## src/rtl/fetch_unit.sv

```systemverilog
// Instruction fetch stage: owns PC/IR and the instruction-memory request/ack handshake.
// Latency: IRWr to IR/PC update is 2 cycles with a zero-wait memory, plus any memory wait cycles.
// Backpressure: fetch_busy holds the controller in its fetch state; unacked requests time out and reissue.
module fetch_unit #(
    parameter logic [31:0] RESET_PC = 32'h0000_3000,
    parameter int          TIMEOUT  = 16
) (
    input  logic        clk,
    input  logic        rst,
    input  logic        PCWr,
    input  logic        IRWr,
    input  logic [1:0]  NPCOp,
    input  logic [31:0] RegA,
    output logic        imem_req,
    output logic [31:0] imem_addr,
    input  logic        imem_ack,
    input  logic [31:0] imem_rdata,
    output logic [31:0] IR,
    output logic [31:0] PC,
    output logic [5:0]  Op,
    output logic [5:0]  Funct,
    output logic        fetch_busy,
    output logic        addr_err,
    output logic [7:0]  retry_cnt
);

    localparam logic [1:0] NPC_PLUS4  = 2'b00;
    localparam logic [1:0] NPC_BRANCH = 2'b01;
    localparam logic [1:0] NPC_JUMP   = 2'b10;
    localparam logic [1:0] NPC_JMPR   = 2'b11;
    localparam logic [7:0] TMO_LAST   = 8'(TIMEOUT - 1);

    typedef enum logic [1:0] {IDLE, REQ, RETRY} state_t;

    state_t      state_q, state_d;
    logic [31:0] pc_q, pc_d;
    logic [31:0] ir_q, ir_d;
    logic        inc_pend_q, inc_pend_d;
    logic [7:0]  tmo_q, tmo_d;
    logic        addr_err_q, addr_err_d;
    logic [7:0]  retry_cnt_q, retry_cnt_d;

    always_ff @(posedge clk or posedge rst) begin
        if (rst) begin
            state_q     <= IDLE;
            pc_q        <= RESET_PC;
            ir_q        <= '0;
            inc_pend_q  <= 1'b0;
            tmo_q       <= '0;
            addr_err_q  <= 1'b0;
            retry_cnt_q <= '0;
        end else begin
            state_q     <= state_d;
            pc_q        <= pc_d;
            ir_q        <= ir_d;
            inc_pend_q  <= inc_pend_d;
            tmo_q       <= tmo_d;
            addr_err_q  <= addr_err_d;
            retry_cnt_q <= retry_cnt_d;
        end
    end

    always_comb begin
        state_d     = state_q;
        pc_d        = pc_q;
        ir_d        = ir_q;
        inc_pend_d  = inc_pend_q;
        tmo_d       = tmo_q;
        addr_err_d  = addr_err_q;
        retry_cnt_d = retry_cnt_q;
        case (state_q)
            IDLE: begin
                if (IRWr) begin
                    state_d    = REQ;
                    tmo_d      = '0;
                    inc_pend_d = PCWr && (NPCOp == NPC_PLUS4);
                end else if (PCWr) begin
                    // PC already points past the current instruction, so offsets are relative to it
                    case (NPCOp)
                        NPC_BRANCH: pc_d = pc_q + {{14{ir_q[15]}}, ir_q[15:0], 2'b00};
                        NPC_JUMP:   pc_d = {pc_q[31:28], ir_q[25:0], 2'b00};
                        NPC_JMPR: begin
                            pc_d = {RegA[31:2], 2'b00};
                            if (RegA[1:0] != 2'b00) addr_err_d = 1'b1;
                        end
                        default: ;
                    endcase
                end
            end
            REQ: begin
                if (imem_ack) begin
                    ir_d       = imem_rdata;
                    if (inc_pend_q) pc_d = pc_q + 32'd4;
                    inc_pend_d = 1'b0;
                    tmo_d      = '0;
                    state_d    = IDLE;
                end else if (tmo_q == TMO_LAST) begin
                    state_d = RETRY;
                end else begin
                    tmo_d = tmo_q + 8'd1;
                end
            end
            RETRY: begin
                if (retry_cnt_q != 8'hFF) retry_cnt_d = retry_cnt_q + 8'd1;
                tmo_d   = '0;
                state_d = REQ;
            end
            default: state_d = IDLE;
        endcase
    end

    assign imem_req   = (state_q == REQ);
    assign imem_addr  = pc_q;
    assign fetch_busy = (state_q != IDLE);
    assign IR         = ir_q;
    assign PC         = pc_q;
    assign Op         = ir_q[31:26];
    assign Funct      = ir_q[5:0];
    assign addr_err   = addr_err_q;
    assign retry_cnt  = retry_cnt_q;

endmodule

```

## config.mk

```make
export PLATFORM = sky130hd
export DESIGN_NAME = fetch_unit
export DESIGN_NICKNAME = d
export VERILOG_FILES = /design/src/rtl/fetch_unit.sv
export SDC_FILE = /design/constraint.sdc
export NUM_CORES = 1
export LEC_CHECK = 0
export ABC_AREA = 0
export CORE_ASPECT_RATIO = 1.75
export CORE_UTILIZATION = 46
export CTS_CLUSTER_DIAMETER = 40
export CTS_CLUSTER_SIZE = 24
export DETAILED_ROUTE_END_ITERATION = 12
export HOLD_SLACK_MARGIN = 0.08
export PLACE_DENSITY = 0.78
export SLEW_MARGIN = 15
export SYNTH_ARGS = -nofsm -noshare
export SYNTH_HDL_FRONTEND = slang
export SYNTH_SLANG_ARGS = --single-unit
export TNS_END_PERCENT = 1
```

## constraint.sdc

```tcl
create_clock -name clk -period 3.6 [get_ports clk]
set_input_delay 0.36 -clock clk [delete_from_list [all_inputs] [get_ports clk]]
set_output_delay 0.36 -clock clk [all_outputs]
set_load 0.01 [all_outputs]
```

======== After elaboration in Yosys (flattened, before gate mapping) ========
Cells that the tools add are included.
word-level totals
  word-level logic and storage cells ...... 62
  output and inout port bits .............. 119
  input port bits ......................... 71
  register bits after elaboration ......... 84
operators by class
  equal/unequal tests ..................... 17
  add/subtract/negate cells ............... 4
  bitwise operators ....................... 1
  reductions and logical operators ........ 15
  mux-type cells .......................... 17
operators with widths
  cell                                           number
  two-way mux 32 bit                             4
  one-hot mux 32 bit (3 select lines)            1
  one-hot mux 32 bit (2 select lines)            1
  adder 32 x 3 -> 32 bit, second input constant  1
  adder 32 bit                                   1
  two-way mux 8 bit                              3
  one-hot mux 8 bit (3 select lines)             1
  adder 8 x 1 -> 8 bit, second input constant    2
  == test 8 x 4 -> 1 bit, second input constant  1
  != test 2 bit, second input constant           4
  != test 8 bit, second input constant           1
  AND reduction 7 bit                            1
  == test 2 bit, second input constant           3
  two-way mux 2 bit                              3
  != test 3 x 1 -> 1 bit, second input constant  2
  one-hot mux 2 bit (3 select lines)             1
  AND reduction 2 bit                            3
  AND reduction 3 bit                            2
  AND reduction 6 bit                            1
  nonzero test 2 bit                             3
  AND reduction 5 bit                            1
  == test 2 x 1 -> 1 bit, second input constant  2
  logical NOT 2 bit                              2
  != test 2 x 1 -> 1 bit, second input constant  2
  7 further kinds                                8

======== Depth between registers and ports, before layout ========
  word-level depth ........................ 5
  mapped depth ............................ 10
  depth with buffers taken out ............ 10

======== Least setup slack after synthesis ========
Ideal clock, no wire load.
  path type ............................... reg2reg
  from .................................... register pc_q[2], in the netlist PC[2]
  to ...................................... register pc_q[26], in the netlist PC[26]
  data required time ...................... 3468 ps
  library setup time ...................... 132 ps
  path slack .............................. 938 ps
  stages on the path, launching flop included .. 11
  data arrival time ....................... 2530 ps
  period minus slack after synthesis ...... 2662 ps
  buffers on the path ..................... 0
  cells stage by stage .................... dfrtp_1 ha_1 fa_1 a211oi_1 o21a_1 a21oi_1 a311oi_2 a211oi_1 or3_1 nand3_1 a21oi_1
between the ends
  word-level cells in the longest chain between the ends .. 5
  elaborated cells between the ends (all ways) .. 8
  classes of those cells .................. add/sub: 2; mux: 6
RTL lines
  what                                     line  RTL
  start: declaration                       36    logic [31:0] pc_q, pc_d;
  start signal: assignment                 54    pc_q <= pc_d;
  adder 32 bit                             80    NPC_BRANCH: pc_d = pc_q + {{14{ir_q[15]}}, ir_q[15:0], 2'b00};
  one-hot mux 32 bit (3 select lines)      79    case (NPCOp)
  two-way mux 32 bit                       77    end else if (PCWr) begin
  two-way mux 32 bit                       73    if (IRWr) begin
  one-hot mux 32 bit (2 select lines) (*)  71    case (state_q)
Every way passes the cells marked *; elsewhere a longest branch is shown, timed or not. The select of a mux whose other input is x is not followed.
A chain may end at the register's enable or synchronous reset.

======== Worst setup path after layout ========
  from .................................... register ir_q[15], in the netlist IR[15]
  to ...................................... register pc_q[31], in the netlist PC[31]
between the ends
  word-level cells in the longest chain between the ends .. 5
RTL lines
  what                                 line  RTL
  start: declaration                   37    logic [31:0] ir_q, ir_d;
  start signal: assignment             55    ir_q <= ir_d;
  adder 32 bit                         80
  one-hot mux 32 bit (3 select lines)  79
  two-way mux 32 bit                   77
  two-way mux 32 bit                   73
  one-hot mux 32 bit (2 select lines)  71
No other way between the ends. The select of a mux whose other input is x is not followed.

==> impl_metrics.tcl <==
set metrics [dict create \
    outcome "finished clean" \
    synth-async-reset-ratio_pct 100 \
    synth-xor-area-share_pct 4.98 \
    tightest_slew_ps 800 \
    postCtsSetupBuffers 0 \
    dieArea_mm2 0.0143 \
    worst_ep_required_time_ps 3850 \
    netlist_area_mm2 0.00633 \
    fmax_mhz 338 \
    maxSlewViolCount 0 \
    cts_max_path_buffers 2 \
    drive_gt1_share_pct 8.85 \
    synth_compound_area_share_pct 24.2 \
    track_usage_pct 29.2 \
    synth_edf_count 0 \
    arrival_ps 3210 \
    root_buffer "clkbuf_16" \
    die_y_um 157 \
    grt_max_degree 83 \
    viasPerCell 6.11 \
    post_cts_resized 0 \
    worstSetupPathType "reg -> reg" \
    clock_latency_ps 350 \
    critPathTopFamily "simple AND/OR/NAND/NOR gates" \
    cp_max_fo 18 \
    grt_pass1_vias 6307 \
    synth_ff_type "dfrtp_1" \
    cts.clk_slew.worst_paths_ps 70 \
    fin_worst_skew_ps 7.49 \
    yosys-mux-area-fraction_pct 6.03 \
    tns_ps 0 \
    cp-end-kind "register" \
    hold_viol 0 \
    core_mm2 0.0135 \
    finalCriticalPeriod_ps 2960 \
    port_buffers 185 \
    synthAdderAreaFrac_pct 7.43 \
    p_total_mw 7.04 \
    ys_seq_area_share_pct 32.4 \
    synth.avg_cell_area_um2 8.61 \
    slowest_stage "dfrtp_1" \
    crit_path_start_kind "register" \
    syn_to_final_growth_pct 31.8 \
    yosysUniqueCellTypes 65 \
    slew-limit-headroom_pct 46.6 \
    cts_buffers 9 \
    die_x_um 90.7 \
    wl_mm 20.9 \
    powerDensity_mw_per_mm2 843 \
    hp-class "in -> async" \
    fp-row-count 56 \
    stdcell_count 1044 \
    drtPass1Iterations 5 \
    drc 0 \
    antenna_found_initial 0 \
    dp_hpwl_mm 15.6 \
    drtIter0Drc 449 \
    cts_tree "built" \
    synth_top_family_by_area "compound AO/OA/AOI/OAI gates" \
    grt_pass1_wl_mm 32.6 \
    place_congestion 0.920 \
    rsz0062_at_grt "false" \
    yosys.area_share.simple_pct 16.1 \
    ys_ff_latch 82 \
    p_leak_nw 3.43 \
    nets 973 \
    overflow 0 \
    setup_viol 0 \
    diodes 0 \
    syn-instance-count 736 \
    htreeDepth 3 \
    wl_per_cell_um 20.0 \
    period_share_pct 82.2 \
    ir_drop_uv 445 \
    critPathBufInv 0 \
    critical-path-max-stage-delay_ps 630 \
    vias 6378 \
    ant_nets 0 \
    pin_count 190 \
    initial_utilization_pct 47.1 \
    maxCapViolCount 0 \
    path_cells "ha_1 > nand4_2 > nor4_2 > o2111ai_1 > and4_1 > a311oi_2 > xnor2_1 > a221oi_2" \
    numClockSinks 82 \
    dp.cells 1028 \
    cts_hold_buf 0 \
    ys_warn_count 0 \
]
area by class of cell:
type	instances	area, µm²
Fill cell	1186	5110
Multi-Input combinational cell	561	3740
Sequential cell	82	2050
Timing Repair Buffer	197	1950
Clock buffer	11	243
Tap cell	174	218
Clock inverter	5	86.3
Inverter	14	53.8
routing by layer:
metal	global-route usage [%]	wire length, µm	vias up
met1	31.7	7360	3041
met3	5.89	1580	69
met4	16.7	1100	0
met5	0	0	-
met2	52.6	10800	338
li1	-	-	2930
report_power, final:
group | leakage, nW | total, mW | internal, mW | switching [mW]
clock | 0.160 | 1.04 | 0.633 | 0.406
combinational | 2.28 | 4.30 | 2.06 | 2.24
sequential | 0.984 | 1.70 | 1.20 | 0.497
metrics by stage:
step / util (%) / instance area, µm² / setup WS, ps / hold slack, ps
final: 62.0 / 8350 / 640 / 421
after detailed placement: 59.6 / 8020 / 682 / 466
after global routing: 62.0 / 8350 / 418 / 477
after CTS: 62.0 / 8350 / 651 / 456
after global placement: 59.6 / 8020 / 731 / 462
after floorplan: - / 6340 / 938 / 433
cells in the final DEF, fill, tap and decap left out, drive strengths merged, types with 9 or more instances in the layout:
cell type | Yosys | layout
nand2 | 69 | 69
o21ai | 46 | 46
and3 | 18 | 18
xor2 | 20 | 20
mux2 | 33 | 33
a211oi | 9 | 9
nand3 | 30 | 30
a21oi | 88 | 88
clkbuf | 22 | 11
a21o | 12 | 12
inv | 13 | 13
nand4 | 13 | 13
dfrtp | 80 | 80
nor2 | 50 | 50
a221oi | 16 | 16
xnor2 | 16 | 16
ha | 36 | 36
a221o | 10 | 10
buf | 60 | 12
clkdlybuf4s50 | 0 | 185
logic make-up (layout without fill, tap and decap cells):
| logic type | after synthesis | after routing |
|---|---|---|
| AOI/OAI and AO/OA | 238 | 238 |
| xor gates and xnor gates | 36 | 36 |
| adders and majority gates | 37 | 37 |
| buffers and inverters | 96 | 227 |
| DFF | 82 | 82 |
| muxes | 34 | 34 |
| other | 1 | 4 |
| and+or+nand+nor | 212 | 212 |
sequential cells by signal, indices dropped and copies added (netlist names):
| name | flops |
|---|---|
| retry_cnt | 8 |
| state_q | 2 |
| tmo_q | 8 |
| inc_pend_q | 1 |
| addr_err | 1 |
| PC | 30 |
| IR | 32 |
Yosys cell counts, types with 11 or more instances:
cell | n | share of area (%)
a21oi_1 | 88 | 7.0
dfrtp_1 | 80 | 32
nand2_1 | 69 | 4.1
nor2_1 | 50 | 3.0
buf_4 | 46 | 5.5
o21ai_0 | 46 | 3.6
ha_1 | 36 | 7.1
mux2_2 | 33 | 5.9
nand3_1 | 29 | 2.3
clkbuf_1 | 21 | 1.2
xor2_1 | 20 | 2.8
and3_1 | 16 | 1.6
xnor2_1 | 16 | 2.2
a221oi_1 | 15 | 2.1
inv_1 | 13 | 0.77
nand4_1 | 12 | 1.2
a21o_1 | 11 | 1.3
final timing paths:
check                                     start  cells past startpoint  slack (ps)                  endpoint
min in group clk           addr_err$_DFFE_PP0P_                      1         480      addr_err$_DFFE_PP0P_
hold / removal                              rst                      3         420         IR[4]$_DFFE_PP0P_
hold reg to reg            addr_err$_DFFE_PP0P_                      1         480      addr_err$_DFFE_PP0P_
setup reg to reg             IR[15]$_DFFE_PP0P_                      8         640        PC[31]$_DFFE_PP0P_
setup / recovery             IR[15]$_DFFE_PP0P_                      8         640        PC[31]$_DFFE_PP0P_
max in group asynchronous                   rst                      3        2810  retry_cnt[1]$_DFFE_PP0P_
tightest hold or removal path, stage by stage:
cell and delay (ps):
clkdlybuf4s50_1 410, clkinv_2 60, buf_12 360
No activity file was read; power rests on OpenSTA's default activity.
